File: src/rtl/uart_serial_send_pkg.sv
// -----------------------------------------------------------------------------
// uart_serial_send_pkg
//
// Purpose : Shared types and constants for the uart_serial_send transmitter.
//           Holds the FSM state encoding, the data width, and the line levels
//           used for the start, stop and idle conditions.
//
// Optional feature macro: SERIAL_SEND_PARITY_EN
//   When defined, the state enum gains a PARITY state and an even-parity
//   helper becomes available. When undefined, no parity state exists.
// -----------------------------------------------------------------------------
package uart_serial_send_pkg;

    // Payload width of one frame.
    localparam int DATA_BITS = 8;

    // Serial line levels.
    localparam logic START_LEVEL = 1'b0;
    localparam logic STOP_LEVEL  = 1'b1;
    localparam logic IDLE_LEVEL  = 1'b1;

    // Transmitter FSM states. Encodings are fixed so that the parity state
    // can be removed without renumbering the others.
    typedef enum logic [2:0] {
        IDLE   = 3'd0,
        START  = 3'd1,
        DATA   = 3'd2,
`ifdef SERIAL_SEND_PARITY_EN
        PARITY = 3'd3,
`endif
        STOP   = 3'd4
    } state_t;

`ifdef SERIAL_SEND_PARITY_EN
    // Even parity: the extra bit makes the total count of ones even.
    function automatic logic even_parity(input logic [DATA_BITS-1:0] d);
        return ^d;
    endfunction
`endif

endpackage

File: src/rtl/uart_baud_tick.sv
// -----------------------------------------------------------------------------
// uart_baud_tick
//
// Purpose : Bit-period divider. Counts 0..WAIT_DIV-1 while enabled and emits a
//           one-cycle tick on the terminal count, then wraps to 0. A
//           synchronous clear restarts the count at 0 so a new frame always
//           begins with a full-length start bit.
//
// Parameters:
//   WAIT_DIV  clock cycles per serial bit (>= 2)
//
// Ports:
//   i_clk    system clock (rising edge)
//   i_rst    asynchronous active-high reset, counter -> 0
//   i_clr    synchronous clear, counter -> 0 (wins over i_en)
//   i_en     count enable
//   o_tick   high for one cycle when the counter sits at WAIT_DIV-1 and is
//            enabled (combinational decode of the counter register)
// -----------------------------------------------------------------------------
module uart_baud_tick #(
    parameter int WAIT_DIV = 868
) (
    input  logic i_clk,
    input  logic i_rst,
    input  logic i_clr,
    input  logic i_en,
    output logic o_tick
);

    localparam int CW = (WAIT_DIV > 1) ? $clog2(WAIT_DIV) : 1;
    localparam logic [CW-1:0] TERM = CW'(WAIT_DIV - 1);

    logic [CW-1:0] r_cnt;
    logic          w_term;

    assign w_term = (r_cnt == TERM);

    always_ff @(posedge i_clk or posedge i_rst) begin
        if (i_rst) begin
            r_cnt <= '0;
        end else if (i_clr) begin
            r_cnt <= '0;
        end else if (i_en) begin
            r_cnt <= w_term ? '0 : r_cnt + CW'(1);
        end
    end

    // A clear on the same edge takes priority, so no tick is reported then.
    assign o_tick = i_en & w_term & ~i_clr;

endmodule

File: src/rtl/uart_serial_send.sv
// -----------------------------------------------------------------------------
// uart_serial_send
//
// Purpose : Minimal UART transmitter. Each accepted write serialises one byte
//           as an 8N1 frame (start low, 8 data bits LSB first, stop high).
//           All outputs are registered; a write accepted on edge N is visible
//           as BUSY=1 / DATA_OUT=0 from the cycle after edge N.
//
// Optional feature macro: SERIAL_SEND_PARITY_EN
//   When defined, an even-parity bit is sent between the last data bit and
//   the stop bit (8E1), and BUSY stays high for 11*WAIT_DIV cycles instead of
//   10*WAIT_DIV.
//
// Parameters:
//   WAIT_DIV  clock cycles per serial bit (>= 2), default 868
//
// Ports:
//   CLK       system clock, rising edge
//   RST       asynchronous active-high reset; aborts any frame in progress
//   DATA_IN   byte to send, sampled only on an accepted write
//   WE        write strobe; accepted when high on an edge with BUSY low
//   DATA_OUT  serial TX line, idles high
//   BUSY      high while a frame is in progress
// -----------------------------------------------------------------------------
module uart_serial_send
    import uart_serial_send_pkg::*;
#(
    parameter int WAIT_DIV = 868
) (
    input  logic                 CLK,
    input  logic                 RST,
    input  logic [DATA_BITS-1:0] DATA_IN,
    input  logic                 WE,
    output logic                 DATA_OUT,
    output logic                 BUSY
);

    // Reject an unusable divider at elaboration time.
    generate
        if (WAIT_DIV < 2) begin : g_bad_div
            $error("uart_serial_send: WAIT_DIV must be >= 2");
        end
    endgenerate

    localparam logic [2:0] LAST_BIT = 3'(DATA_BITS - 1);

    state_t               r_state,    w_state_next;
    logic [DATA_BITS-1:0] r_shift,    w_shift_next;
    logic [2:0]           r_bit_idx,  w_bit_idx_next;
    logic                 r_data_out, w_data_out_next;
    logic                 r_busy,     w_busy_next;
`ifdef SERIAL_SEND_PARITY_EN
    logic                 r_parity,   w_parity_next;
`endif

    logic w_accept;
    logic w_tick;

    // Only IDLE accepts; WE at any other time is dropped, not queued.
    assign w_accept = WE & (r_state == IDLE);

    uart_baud_tick #(
        .WAIT_DIV (WAIT_DIV)
    ) u_baud_tick (
        .i_clk  (CLK),
        .i_rst  (RST),
        .i_clr  (w_accept),
        .i_en   (r_busy),
        .o_tick (w_tick)
    );

    // -------------------------------------------------------------------------
    // State register
    // -------------------------------------------------------------------------
    always_ff @(posedge CLK or posedge RST) begin
        if (RST) begin
            r_state    <= IDLE;
            r_shift    <= '0;
            r_bit_idx  <= '0;
            r_data_out <= IDLE_LEVEL;
            r_busy     <= 1'b0;
`ifdef SERIAL_SEND_PARITY_EN
            r_parity   <= 1'b0;
`endif
        end else begin
            r_state    <= w_state_next;
            r_shift    <= w_shift_next;
            r_bit_idx  <= w_bit_idx_next;
            r_data_out <= w_data_out_next;
            r_busy     <= w_busy_next;
`ifdef SERIAL_SEND_PARITY_EN
            r_parity   <= w_parity_next;
`endif
        end
    end

    // -------------------------------------------------------------------------
    // Next-state and next-output logic. The line level for the upcoming bit is
    // computed here and registered, so DATA_OUT changes exactly on the tick
    // edge that starts each bit slot.
    // -------------------------------------------------------------------------
    always_comb begin
        w_state_next    = r_state;
        w_shift_next    = r_shift;
        w_bit_idx_next  = r_bit_idx;
        w_data_out_next = r_data_out;
        w_busy_next     = r_busy;
`ifdef SERIAL_SEND_PARITY_EN
        w_parity_next   = r_parity;
`endif

        case (r_state)
            IDLE: begin
                w_data_out_next = IDLE_LEVEL;
                w_busy_next     = 1'b0;
                if (w_accept) begin
                    w_state_next    = START;
                    w_shift_next    = DATA_IN;
                    w_bit_idx_next  = '0;
                    w_data_out_next = START_LEVEL;
                    w_busy_next     = 1'b1;
`ifdef SERIAL_SEND_PARITY_EN
                    w_parity_next   = even_parity(DATA_IN);
`endif
                end
            end

            START: begin
                if (w_tick) begin
                    w_state_next    = DATA;
                    w_data_out_next = r_shift[0];
                end
            end

            DATA: begin
                if (w_tick) begin
                    if (r_bit_idx == LAST_BIT) begin
`ifdef SERIAL_SEND_PARITY_EN
                        w_state_next    = PARITY;
                        w_data_out_next = r_parity;
`else
                        w_state_next    = STOP;
                        w_data_out_next = STOP_LEVEL;
`endif
                    end else begin
                        // Shift right so bit 0 is always the bit on the wire;
                        // bit 1 is the one that goes out next.
                        w_bit_idx_next  = r_bit_idx + 3'd1;
                        w_shift_next    = r_shift >> 1;
                        w_data_out_next = r_shift[1];
                    end
                end
            end

`ifdef SERIAL_SEND_PARITY_EN
            PARITY: begin
                if (w_tick) begin
                    w_state_next    = STOP;
                    w_data_out_next = STOP_LEVEL;
                end
            end
`endif

            STOP: begin
                if (w_tick) begin
                    w_state_next    = IDLE;
                    w_data_out_next = IDLE_LEVEL;
                    w_busy_next     = 1'b0;
                end
            end

            default: begin
                w_state_next    = IDLE;
                w_data_out_next = IDLE_LEVEL;
                w_busy_next     = 1'b0;
            end
        endcase
    end

    assign DATA_OUT = r_data_out;
    assign BUSY     = r_busy;

endmodule

File: config.mk
export PLATFORM = sky130hd
export DESIGN_NAME = uart_serial_send
export DESIGN_NICKNAME = d
export VERILOG_FILES = /design/src/rtl/uart_serial_send_pkg.sv /design/src/rtl/uart_baud_tick.sv /design/src/rtl/uart_serial_send.sv
export SDC_FILE = /design/constraint.sdc
export NUM_CORES = 1
export LEC_CHECK = 0
export CORE_MARGIN = 8
export CORE_UTILIZATION = 30
export DETAILED_ROUTE_END_ITERATION = 7
export PLACE_DENSITY = 0.55
export SLEW_MARGIN = 10
export SYNTH_ARGS = -nofsm -noshare
export SYNTH_HDL_FRONTEND = slang
export SYNTH_SLANG_ARGS = --single-unit
File: constraint.sdc
create_clock -name CLK -period 2.2 [get_ports CLK]
set_clock_uncertainty 0.05 [all_clocks]
set_input_delay 0.33 -clock CLK [delete_from_list [all_inputs] [get_ports CLK]]
set_output_delay 0.33 -clock CLK [all_outputs]
set_load 0.01 [all_outputs]
==> metrics.yaml, run 1 <==
worst_setup_path:
  critPathMaxStageDelay_ps: 490
  reg2reg_from: "u_baud_tick.r_cnt[0]"
  ff2ff_path_depth: 6
  end_kind: "flop"
  crit_arrival_ps: 2130
  cp-start-kind: "flop"
  crit_path_max_fanout: 20
  worstSetupPathType: "reg2reg"
  path_cells: "ha_1 > nand3_1 > nor3_2 > a41o_2 > nand3_1 > o21ai_2"
  crit_slowest_cell: "a41o_2"
  cp.required_ps: 2350
  cp_common_cell: "nand3_1"
  reg2reg_slack_ps: 220
  crit_start: "u_baud_tick.r_cnt[0]"
clocking:
  cts_max_path_buffers: 2
  worstSkewPairLatency_ps: 270
  cts_tree: "built"
  h-tree-depth: 1
  cts_buffers: 3
  root_buffer: "clkbuf_8"
  path_clk_slew_ps: 90
  postCtsHoldBufs: 0
  cts_resized: 0
  clock_sinks: 26
  cts_setup_buffers: 0
sta:
  timing.final.crit_period_ps: 1980
  rsz0062_at_grt: "no"
  fmax_mhz: 505
  report.final.slew_viol_count: 0
  fin_tns_setup_ps: 0
  finalCritPeriodShare_pct: 90.1
  hold_viol_final: 0
  tightest_slew_ps: 598
  timing.final.ws_setup_ps: 219
  setup_viol: 0
  relSlewSlack_pct: 59.8
logic_synthesis:
  synthCells: 146
  synth_area_mm2: 0.00143
  synth_cell_types: 41
  yosysWarnings: 0
  avgSynthCellArea_um2: 9.81
  synth_seq_cells: 26
  synth_nets: 160
  yosysSeqAreaShare_pct: 45.5
floorplanning:
  fp.dieArea_mm2: 0.00724
  rows: 25
  fp.dieW_um: 85.1
  ioPinCount: 13
  die_h_um: 85.1
  core_mm2: 0.00466
  initial_core_util_pct: 30.7
routing:
  wl_mm: 2.87
  first_iter_violations: 42
  vias: 1082
  drtAntennaViolNets: 0
  routed_via_density: 5.03
  wire_per_inst_um: 13.4
  drc: 0
  firstDrtPassIters: 4
place:
  portBuffers: 12
  dp_slack_ps: 15.2
  gp_congestion: 0.797
  place_hpwl_mm: 2.16
power:
  leakage_nw: 0.648
  peakVddDrop_mv: 0.414
  p_per_area_mw_per_mm2: 712
min_path:
  hold_path.class: "in2async"
run_status:
  status: "finished, final reports clean"
global_route:
  overflow: 0
  antenna_found_initial: 0
  grt_max_degree: 27
  grt_use_total_pct: 8.28
  grt_pass1_vias: 1085
  grt_pass1_wl_mm: 4.95
flow_run:
  max_cap_viol_count: 0
cells_and_area:
  drive_gt1_share_pct: 18.6
  final_nets: 176
  area_growth_pct: 17.2
  antennaDiodeCount: 0
[worst max-delay path: cells and delay by family, from the launching register on]
kind / cells / cell delay [ps]
adder cells (fa/ha/maj): 1 / 240
AO/OA/AOI/OAI: 2 / 560
flip-flops: 1 / 420
AND/OR/NAND/NOR: 3 / 630
[state kept, by name, indices dropped and copies added (netlist names)]
| register | flops |
|---|---|
| r_state | 3 |
| r_shift | 8 |
| r_bit_idx | 3 |
| DATA_OUT | 1 |
| BUSY | 1 |
| u_baud_tick.r_cnt | 10 |
[metal layers]
layer | GRT usage (%) | share of wire (%) | up-vias
met1 | 10.2 | 48 | 518
met3 | 2.99 | 4.6 | 2
met5 | 0 | 0 | -
met2 | 13.8 | 47 | 20
li1 | - | - | 542
met4 | 0.971 | 0.31 | 0
[logic make-up after synthesis]
kind of cell / synth area share [%]
buffers and inverters: 5.07
AND/OR/NAND/NOR: 22.4
multiplexers: 5.59
AO/OA/AOI/OAI: 15.1
flip-flops: 45.5
adder cells (fa/ha/maj): 2.62
XOR/XNOR: 3.67
[Yosys cell counts, drive strengths merged]
master | number | area (um2)
a31oi | 1 | 6.26
a2111oi | 1 | 8.76
a211oi | 1 | 12.5
o2111ai | 1 | 8.76
clkbuf | 3 | 11.3
nand4 | 3 | 18.8
nor2 | 20 | 75.1
buf | 4 | 35.0
a21oi | 18 | 116
inv | 7 | 26.3
or4 | 1 | 11.3
o21a | 1 | 7.51
mux2i | 8 | 80.1
o21ai | 6 | 37.5
nand2b | 3 | 18.8
nor3 | 6 | 35.0
xor2 | 2 | 17.5
a41o | 1 | 11.3
nand2 | 8 | 30.0
o31ai | 1 | 7.51
dfrtp | 25 | 626
nor3b | 1 | 7.51
or2 | 1 | 6.26
nor4b | 1 | 15.0
xnor2 | 4 | 35.0
ha | 3 | 37.5
nor4 | 3 | 25.0
nand3b | 2 | 15.0
or3 | 3 | 23.8
nand3 | 5 | 30.0
dfstp | 1 | 26.3
or4b | 1 | 10.0
[cells in the final DEF (no fill, tap or decap), types with 4 or more instances in the layout]
cell type / n
nand2_1: 8
a21oi_2: 7
nor2_1: 20
buf_4: 6
dfrtp_1: 25
clkdlybuf4s50_1: 12
nand3_1: 4
clkbuf_8: 4
inv_1: 7
nor3_1: 5
xnor2_1: 4
a21oi_1: 11
mux2i_1: 8
[layout make-up]
| type | count | area [um2] |
|---|---|---|
| Multi-Input combinational cell | 106 | 713 |
| Clock buffer | 4 | 55.1 |
| Timing Repair Buffer | 18 | 165 |
| Tap cell | 54 | 67.6 |
| Fill cell | 478 | 2980 |
| Inverter | 7 | 26.3 |
| Sequential cell | 26 | 652 |
[metrics by stage]
step	hold WS, ps	cell area (um2)	utilization [%]	instances	total power, mW
after floorplan	319	1430	-	146	0.813
after global placement	420	1620	34.8	211	0.885
after detailed placement	456	1620	34.8	211	0.898
after CTS	362	1680	36.0	215	1.21
after global routing	396	1680	36.0	215	1.27
final	354	1680	36.0	215	1.20
[where the power goes]
group | internal [mW] | total [mW] | switching [mW]
Combinational | 0.119 | 0.239 | 0.119
Sequential | 0.560 | 0.647 | 0.0863
Clock | 0.160 | 0.311 | 0.151
[final timing paths]
check                          endpoint
max reg2reg                r_bit_idx[2]
max in group asynchronous      DATA_OUT
min                                BUSY
max                        r_bit_idx[2]
min reg2reg                r_bit_idx[0]
min in group CLK           r_bit_idx[0]
(Power assumes the default switching activity.)
==> run 2: changes to the inputs <==
- HOLD_SLACK_MARGIN: not set -> 0.15
==> results of run 2 <==
No change in the layout: final DEF, timing and power equal those of run 1.
